$ cat config.mk
export PLATFORM = sky130hd
export DESIGN_NAME = bus_timer_responder
export DESIGN_NICKNAME = d
export VERILOG_FILES = /design/src/rtl/bus_timer_responder_pkg.sv /design/src/rtl/bus_timer_responder_prescaler.sv /design/src/rtl/bus_timer_responder.sv
export SDC_FILE = /design/constraint.sdc
export NUM_CORES = 1
export LEC_CHECK = 0
export ABC_AREA = 1
export CAP_MARGIN = 20
export CORE_ASPECT_RATIO = 2
export CORE_UTILIZATION = 31
export DETAILED_ROUTE_END_ITERATION = 16
export PLACE_DENSITY = 0.53
export SETUP_SLACK_MARGIN = 0.15
export SYNTH_ARGS = -nofsm -noshare
export SYNTH_HDL_FRONTEND = slang
export SYNTH_HIERARCHICAL = 1
export SYNTH_SLANG_ARGS = --single-unit
$ cat constraint.sdc
create_clock -name clk -period 2.8 [get_ports clk]
set_clock_uncertainty 0.1 [all_clocks]
set_input_delay 0.56 -clock clk [delete_from_list [all_inputs] [get_ports clk]]
set_output_delay 0.56 -clock clk [all_outputs]
set_load 0.02 [all_outputs]
$ cat src/rtl/bus_timer_responder_pkg.sv
// Shared encodings for the bus timer responder: bus transfer types,
// protection bits, register offsets and CTRL/STATUS bit positions.
package bus_timer_responder_pkg;

    typedef enum logic [1:0] {
        TRANS_IDLE = 2'b00,
        TRANS_BUSY = 2'b01,
        TRANS_NSEQ = 2'b10,
        TRANS_SEQ  = 2'b11
    } trans_e;

    localparam int PROT_DATA_BIT = 0;
    localparam int PROT_PRIV_BIT = 1;

    typedef enum logic [2:0] {
        OFF_CTRL     = 3'd0,
        OFF_LOAD     = 3'd1,
        OFF_VALUE    = 3'd2,
        OFF_STATUS   = 3'd3,
        OFF_PRESCALE = 3'd4
    } reg_off_e;

    localparam int WINDOW_WORDS = 8;

    localparam int CTRL_EN_BIT        = 0;
    localparam int CTRL_PERIODIC_BIT  = 1;
    localparam int CTRL_IRQ_EN_BIT    = 2;
    localparam int STATUS_EXPIRED_BIT = 0;

    // Configuration registers may only be written from privileged mode.
    function automatic logic needsPriv(input logic [2:0] offset);
        return (offset == OFF_CTRL) || (offset == OFF_LOAD) || (offset == OFF_PRESCALE);
    endfunction

endpackage

$ cat src/rtl/bus_timer_responder_prescaler.sv
// Prescale counter: counts while enabled and emits a one-cycle tick each
// time the count reaches the programmed prescale value.
module timer_prescaler
    import bus_timer_responder_pkg::*;
#(
    parameter int PRESCALE_WIDTH = 16
) (
    input  logic                      clk,
    input  logic                      n_reset,
    input  logic                      en,
    input  logic                      clear,
    input  logic [PRESCALE_WIDTH-1:0] prescale,
    output logic                      tick
);

    logic [PRESCALE_WIDTH-1:0] cnt_q;
    logic [PRESCALE_WIDTH-1:0] cnt_d;

    assign tick = en && (cnt_q == prescale);

    always_comb begin
        cnt_d = cnt_q + 1'b1;
        if (!en || clear || tick) begin
            cnt_d = '0;
        end
    end

    always_ff @(posedge clk or negedge n_reset) begin
        if (!n_reset) begin
            cnt_q <= '0;
        end else begin
            cnt_q <= cnt_d;
        end
    end

endmodule

$ cat src/rtl/bus_timer_responder.sv
// Memory-mapped down-counting timer answering bus accesses with one-cycle
// registered latency, reporting illegal accesses on abort.
module bus_timer_responder
    import bus_timer_responder_pkg::*;
#(
    parameter logic [31:0] BASE_ADDR      = 32'h0000_2000,
    parameter int          PRESCALE_WIDTH = 16
) (
    input  logic        clk,
    input  logic        n_reset,
    input  logic [31:0] addr,
    input  logic [31:0] wdata,
    input  logic        write,
    input  logic        size,
    input  logic [1:0]  prot,
    input  logic [1:0]  trans,
    output logic [31:0] rdata,
    output logic        abort,
    output logic        sel,
    output logic        irq
);

    logic [2:0]                ctrl_q, ctrl_d;
    logic [31:0]               load_q, load_d;
    logic [31:0]               value_q, value_d;
    logic                      expired_q, expired_d;
    logic [PRESCALE_WIDTH-1:0] prescale_q, prescale_d;
    logic [31:0]               rdata_q, rdata_d;
    logic                      abort_q, abort_d;
    logic                      sel_q, sel_d;
    logic                      irq_q, irq_d;

    logic [31:0] winOffset;
    logic [2:0]  offset;
    logic        hit;
    logic        accessErr;
    logic        wrOk;
    logic        tick;
    logic        tickTakesEffect;
    logic        prescaleClear;
    logic [31:0] readValue;

    assign winOffset = addr - BASE_ADDR;
    assign offset    = winOffset[2:0];
    assign hit       = ((trans == TRANS_NSEQ) || (trans == TRANS_SEQ))
                       && (winOffset < 32'(WINDOW_WORDS));

    always_comb begin
        accessErr = (offset > OFF_PRESCALE)
                    || !size
                    || !prot[PROT_DATA_BIT]
                    || (write && (offset == OFF_VALUE))
                    || (write && needsPriv(offset) && !prot[PROT_PRIV_BIT]);
    end

    assign wrOk = hit && write && !accessErr;

    always_comb begin
        readValue = '0;
        case (offset)
            OFF_CTRL:     readValue = {29'd0, ctrl_q};
            OFF_LOAD:     readValue = load_q;
            OFF_VALUE:    readValue = value_q;
            OFF_STATUS:   readValue = {31'd0, expired_q};
            OFF_PRESCALE: readValue = {{(32-PRESCALE_WIDTH){1'b0}}, prescale_q};
            default:      readValue = '0;
        endcase
    end

    // A LOAD write, or a CTRL write that stops the timer, consumes a coincident tick.
    assign tickTakesEffect = tick
                             && !(wrOk && (offset == OFF_LOAD))
                             && !(wrOk && (offset == OFF_CTRL) && !wdata[CTRL_EN_BIT]);

    assign prescaleClear = wrOk && ((offset == OFF_LOAD)
                           || ((offset == OFF_CTRL) && wdata[CTRL_EN_BIT] && !ctrl_q[CTRL_EN_BIT]));

    always_comb begin
        ctrl_d     = ctrl_q;
        load_d     = load_q;
        value_d    = value_q;
        expired_d  = expired_q;
        prescale_d = prescale_q;

        if (wrOk && (offset == OFF_STATUS) && wdata[STATUS_EXPIRED_BIT]) begin
            expired_d = 1'b0;
        end

        if (tickTakesEffect) begin
            if (value_q != 32'd0) begin
                value_d = value_q - 32'd1;
            end else begin
                expired_d = 1'b1;
                if (ctrl_q[CTRL_PERIODIC_BIT]) begin
                    value_d = load_q;
                end else begin
                    ctrl_d[CTRL_EN_BIT] = 1'b0;
                end
            end
        end

        if (wrOk) begin
            case (offset)
                OFF_CTRL:     ctrl_d = wdata[2:0];
                OFF_LOAD: begin
                    load_d  = wdata;
                    value_d = wdata;
                end
                OFF_PRESCALE: prescale_d = wdata[PRESCALE_WIDTH-1:0];
                default:      ;
            endcase
        end
    end

    always_comb begin
        sel_d   = hit;
        abort_d = hit && accessErr;
        rdata_d = rdata_q;
        if (hit) begin
            rdata_d = (accessErr || write) ? 32'd0 : readValue;
        end
        irq_d = expired_q && ctrl_q[CTRL_IRQ_EN_BIT];
    end

    always_ff @(posedge clk or negedge n_reset) begin
        if (!n_reset) begin
            ctrl_q     <= '0;
            load_q     <= '0;
            value_q    <= '0;
            expired_q  <= 1'b0;
            prescale_q <= '0;
            rdata_q    <= '0;
            abort_q    <= 1'b0;
            sel_q      <= 1'b0;
            irq_q      <= 1'b0;
        end else begin
            ctrl_q     <= ctrl_d;
            load_q     <= load_d;
            value_q    <= value_d;
            expired_q  <= expired_d;
            prescale_q <= prescale_d;
            rdata_q    <= rdata_d;
            abort_q    <= abort_d;
            sel_q      <= sel_d;
            irq_q      <= irq_d;
        end
    end

    timer_prescaler #(
        .PRESCALE_WIDTH(PRESCALE_WIDTH)
    ) u_prescaler (
        .clk      (clk),
        .n_reset  (n_reset),
        .en       (ctrl_q[CTRL_EN_BIT]),
        .clear    (prescaleClear),
        .prescale (prescale_q),
        .tick     (tick)
    );

    assign rdata = rdata_q;
    assign abort = abort_q;
    assign sel   = sel_q;
    assign irq   = irq_q;

endmodule
Word level (Yosys, flattened, before mapping)
Cells that the tools add are included.
Widths: inputs -> output; s select.
{"block": "op_classes", "n_addsub": 3, "magnitude_cmp": 2, "eq_ne": 7, "mux": 16, "reduce_logical": 43}
{"op": "$mux 32", "count": 6}
{"op": "$pmux 32 s5", "count": 1}
{"op": "$lt 32x4->1 const B", "count": 1}
{"op": "$reduce_bool 32->1", "count": 1}
{"op": "$sub 32x1->32 const B", "count": 1}
{"op": "$sub 32x14->32 const B", "count": 1}
{"op": "$logic_and 1x1->1", "count": 19}
{"op": "$add 16x1->16 const B", "count": 1}
{"op": "$eq 16x16->1", "count": 1}
{"op": "$mux 16", "count": 1}
{"op": "$logic_or 1x1->1", "count": 11}
{"op": "$logic_not 1->1", "count": 8}
{"op": "$mux 1", "count": 8}
{"op": "$eq 3x2->1 const B", "count": 2}
{"op": "$reduce_and 2->1", "count": 3}
{"op": "$eq 2x2->1 const B", "count": 2}
{"op": "$eq 3x1->1 const B", "count": 1}
{"op": "$eq 3x3->1 const B", "count": 1}
{"op": "$gt 3x3->1 const B", "count": 1}
{"op": "$logic_not 3->1", "count": 1}
{"block": "word_totals", "register_bits": 135, "out_inout_bits": 35, "word_cells": 82}

Longest topological paths before layout
{"block": "depth", "depth_word": 16, "ltp_mapped": 19, "ltp_nobuf": 17}

Modules after synthesis
The synthesis kept the hierarchy.
{"mod": "bus_timer_responder", "n_inst": 1, "cells_per_inst": 1057, "area_each_um2": 7489.7}
{"mod": "timer_prescaler", "n_inst": 1, "cells_per_inst": 188, "area_each_um2": 1257.5}

Worst setup path before layout
No wires, ideal clock.
{"block": "synth_timing", "path_type": "input to register", "start": "in addr[13]", "end": "reg u_prescaler.cnt_q[11]", "setup_ps": 120, "arrival_ps": 2588, "path_slack_ps": -8, "cell_stages": 19, "path_buffers": 2, "cell_sequence": "inv_2 ha_1 nand3_2 nor2_4 nand2_1 nand2_1 inv_2 nor2_2 nand2_1 nor2_2 nand3_2 nor2_4 inv_2 clkbuf_1 o31ai_1 nor2_1 nand2_4 buf_12 nor2_2"}
{"block": "synth_between", "elab_chain_cells": 9}
{"item": "from (decl)", "line_no": "bus_timer_responder.sv:11", "rtl": "input logic [31:0] addr,"}
{"item": "$sub 32x14->32", "line_no": "bus_timer_responder.sv:43", "rtl": "assign winOffset = addr - BASE_ADDR;"}
{"item": "$lt 32x4->1", "line_no": "bus_timer_responder.sv:46", "rtl": "&& (winOffset < 32'(WINDOW_WORDS));"}
{"item": "$logic_and 1x1->1", "line_no": "bus_timer_responder.sv:46"}
{"item": "$logic_and 1x1->1 (2 in a row)", "line_no": "bus_timer_responder.sv:56", "rtl": "assign wrOk = hit && write && !accessErr;"}
{"item": "$logic_and 1x1->1", "line_no": "bus_timer_responder.sv:75", "rtl": "assign prescaleClear = wrOk && ((offset == OFF_LOAD)"}
{"item": "named net prescaleClear", "line_no": "bus_timer_responder.sv:40", "rtl": "logic prescaleClear;"}
{"item": "$logic_or 1x1->1 (2 in a row)", "line_no": "bus_timer_responder_prescaler.sv:23", "rtl": "if (!en || clear || tick) begin"}
{"item": "$mux 16", "line_no": "bus_timer_responder_prescaler.sv:23"}
{"item": "named net u_prescaler.cnt_d[11]", "line_no": "bus_timer_responder_prescaler.sv:17", "rtl": "logic [PRESCALE_WIDTH-1:0] cnt_d;"}
{"item": "to (signal assigned)", "line_no": "bus_timer_responder_prescaler.sv:32", "rtl": "cnt_q <= cnt_d;"}
{"item": "to (decl)", "line_no": "bus_timer_responder_prescaler.sv:16", "rtl": "logic [PRESCALE_WIDTH-1:0] cnt_q;"}
The timed path passes the listed nets, and every way through them passes these cells.
A chain may end at the register's enable or synchronous reset.

Worst setup path after layout
{"block": "layout_timing", "start": "in addr[1]", "end": "reg u_prescaler.cnt_q[13]"}
{"block": "layout_between", "elab_chain_cells": 13}
{"item": "$sub 32x14->32 *", "line_no": "bus_timer_responder.sv:43"}
{"item": "parallel branches: the longest is 8 deep, another holds $lt 32x4->1"}
{"item": "$logic_and 1x1->1 *", "line_no": "bus_timer_responder.sv:75"}
{"item": "named net prescaleClear", "line_no": "bus_timer_responder.sv:40"}
{"item": "$logic_or 1x1->1 * (2 in a row)", "line_no": "bus_timer_responder_prescaler.sv:23"}
{"item": "$mux 16 *", "line_no": "bus_timer_responder_prescaler.sv:23"}
{"item": "named net u_prescaler.cnt_d[13]", "line_no": "bus_timer_responder_prescaler.sv:17"}
Mark *: on every way through the listed nets, which the timed path passes.

==> summary.md <==
| Metric | Value |
|---|---|
| Status | `finished clean` |
| Gr usage total | `23.8%` |
| Core Region | `around 28000 sq um` |
| Max Clk Rate | `between 300 and 400 MHz` |
| Post-Synth Simple-Gate Area | `32.8%` |
| Count of final setup violators | `0` |
| Flops & latches, synth | `135` |
| Detailed Route WL | `33100 microns` |
| Finished Layout Cells | `1843` |
| Placed insts | `1792` |
| Max-slew violations | `0` |
| Post-synth EDFFs | `0` |
| DRT Pass-1 Iters | `4` |
| Die X | `121 microns` |
| Layout cell share with drive strength beyond 1 | `between 20 and 25%` |
| Global-route wire length before repair | `50900 microns` |
| Detailed-route vias per instance | `roughly 5.0` |
| Compound-Gate Fraction of Synth Area | `between 10% and 20%` |
| Number of top-level pins | `107` |
| Port Buf Inserts | `105` |
| Drt wl/cell | `17.9 microns` |
| Final Hold Viols | `0` |
| Pre-CTS WS | `-614 ps` |
| Tcrit/Tclk final | `91.1%` |
| Top-count cell post-synth | `nand2_1` |
| Ys async rst share | `100%` |
| Num CTS Buffers | `17` |
| Clock sink count | `135` |
| Synth warnings | `6` |
| Antenna cells | `0` |
| RR Endpoint | `value_q[21]` |
| Worst-path clk slew | `70 ps` |
| Initial Util | `between 30% and 40%` |
| Worst endpoint required time | `3040 ps` |
| Die height | `240 microns` |
| Vias in the first global route | `9442` |
| Adder-cell share of the synthesized area | `0.572%` |
| Num rows | `86` |
| Final worst setup slack | `250 ps` |
| CP startpoint kind | `primary input` |
| Critical path data arrival time | `between 2000 and 3000 ps` |
| Synth Area in XOR/XNOR | `3.70%` |
| Fin nets | `roughly 1600` |
| CTS tree | `built` |
| H-tree depth | `4` |
| Worst slew margin | `56.5%` |
| Reg2Reg Depth | `11` |
| Largest family of logic cells by synthesized area | `simple AND/OR/NAND/NOR gates` |
| Max_cap viols | `0` |
| Power Density | `373 nW/um^2` |
| Syn_area_per_cell | `7.03 sq um` |
| Setup_tns | `0 ps` |
| Congestion Overflow GR | `0` |
| CP endpoint kind | `register` |
| Initial DRC Count | `552` |
| Synth cell types | `48` |
| Final GP Congestion | `0.865` |
| Share of the synthesized area in the top cell type | `38.6%` |
| Antenna-violating nets left | `0` |
| Slew @ Worst Pin | `about 650 ps` |
| Post-synth top area cell | `dfrtp_1` |
| Peak VDD IR | `about 0.44 mV` |
| Multiplexer area fraction after synthesis | `2.19%` |
| Min-Delay Path Class | `primary input to asynchronous set/reset pin` |
| Root buffer cell | `clkbuf_16` |
| Register area share after synthesis | `38.6%` |
| Post-synthesis cell area | `8750 sq um` |
| Initial antenna violation count | `0` |
| Area delta synth->final | `39.7%` |
| Most frequent cells after synthesis | `nand2_1, nor2_1, dfrtp_1, inv_1, o21ai_0` |
| Largest net degree at the start of global routing | `62` |
| DRC violations left | `0` |
| Reg2reg start | `value_q[2]` |
| Tightest hold margin | `between 10 and 15 ps` |
| Die ar. | `28900 sq um` |
| Top_reg_cell synth | `dfrtp_1` |
| Clk Latency, worst-skew pair | `450 ps` |
| Critical path class | `primary input to register` |
| Syn_nets | `~1300` |
| Tmin final | `2550 ps` |
| Worst R2R Setup Slack | `320 ps` |
| CTS Buffer Depth | `2` |
| Lkg Pwr | `5.67 nW` |
| Vias post-DR | `approximately 9200` |
| RSZ-0062 raised after global routing | `true` |
| Worst-path fanout max | `8` |
| Total chip power | `around 0.0046 W` |
| Final HPWL DP | `25100 microns` |
| Mapped Cells | `1245` |
| Main area contributors after synthesis | `dfrtp_1, nand2_1, nor2_1` |
-- cell families after synthesis --
logic type                 Yosys count
adders and majority gates            4
AOI/OAI and AO/OA                  203
muxes                               16
and+or+nand+nor                    654
DFF                                135
buffers and inverters              196
xor gates and xnor gates            37
-- metrics by stage --
stage | cell area, sq um | util [%]
2_1_floorplan | 8780 | -
3_3_place_gp | 11200 | 40.7
3_5_place_dp | 11200 | 40.7
4_1_cts | 11900 | 43.2
5_1_grt | 12200 | 44.2
6_report | 12200 | 44.2
-- sequential cells by signal, indices dropped and copies added (netlist names) --
name               count
value_q               32
load_q                32
sel                    1
u_prescaler/cnt_q     16
irq                    1
rdata                 32
prescale_q            16
ctrl_q                 3
abort                  1
expired_q              1
-- power breakdown --
group          internal, W  total (W)  leakage, nW     switching [W]
clock              0.00124    0.00221        0.268          0.000977
sequential         0.00195    0.00195         1.67  0.00000000000600
combinational     0.000188   0.000396         3.73          0.000208
total              0.00337    0.00456         5.67           0.00118
-- how the worst max path moves through the flow --
stage / start / endpoint / cells past startpoint
after floorplan: addr[14] / u_prescaler/cnt_q[11] / 19
after global placement: addr[15] / u_prescaler/cnt_q[2] / 18
after detailed placement: addr[15] / u_prescaler/cnt_q[3] / 18
after CTS: addr[24] / u_prescaler/cnt_q[3] / 18
after global routing: addr[14] / value_q[27] / 19
final: addr[1] / u_prescaler/cnt_q[13] / 15
-- cells in the final DEF (no fill, tap or decap), types with 3 or more instances in the layout --
cell type,Yosys,routed
nor3_1,15,15
dlymetal6s2s_1,0,8
o21ai_0,100,99
nor4_1,5,5
clkbuf_16,0,19
xor2_1,32,32
o21ai_2,0,3
nor2_2,21,38
inv_2,9,9
clkinvlp_4,0,4
clkdlybuf4s50_1,0,88
nand3_2,5,8
dlygate4sd2_1,0,8
nor3_2,3,3
dfrtp_1,135,134
xnor2_1,5,5
nor2_4,4,10
nand3_4,1,3
nand2_4,3,4
nand2_1,324,312
nand3_1,97,92
inv_1,134,132
clkinv_4,0,6
nor2_1,144,121
inv_6,0,3
nand3b_1,8,8
o41ai_1,9,9
nand2_2,2,13
mux2_2,9,9
buf_4,5,138
mux2_4,4,4
ha_1,4,3
buf_12,1,15
a21oi_1,31,30
buf_6,4,3
nand4_1,19,19
o22ai_1,19,19
mux2i_1,3,3
o21ai_1,30,28
-- critical path, cell delays in order --
cell and delay, ps:
clkdlybuf4s50_1 470, buf_4 170, inv_1 70, nor2_2 50
nor2_1 240, o21ai_2 110, nor2_2 190, nand3_4 130
nor2_4 210, buf_12 140, inv_4 40, o31ai_2 60
nor2_2 130, nand2_4 170, nor2_2 50
-- final cells by class --
| type | instances | area [sq um] |
|---|---|---|
| repair buffers | 263 | 2500 |
| flip-flops and latches | 135 | 3380 |
| multi-input cells | 915 | 4770 |
| clock inverters | 15 | 146 |
| fillers | 2884 | 15400 |
| clock buffers | 17 | 425 |
| inverters | 146 | 558 |
| well taps | 352 | 440 |
-- what timing repair did --
action                                  CTS  global route
cloned                                    2             2
pin swaps                                18            22
endpoints found under the setup margin   97           102
resized for setup                        30            47
setup buffers                             3            12
hold buffers                              0             0
-- layer usage --
layer  track usage, %  wire length [microns]  vias to the layer above
met5                0                      0                        -
met1             21.9                  11000                     4374
met2             45.9                  18600                      251
met3             2.81                    967                       87
li1                 -                      -                     4514
met4             19.0                   2560                        0
(Power assumes the default switching activity.)
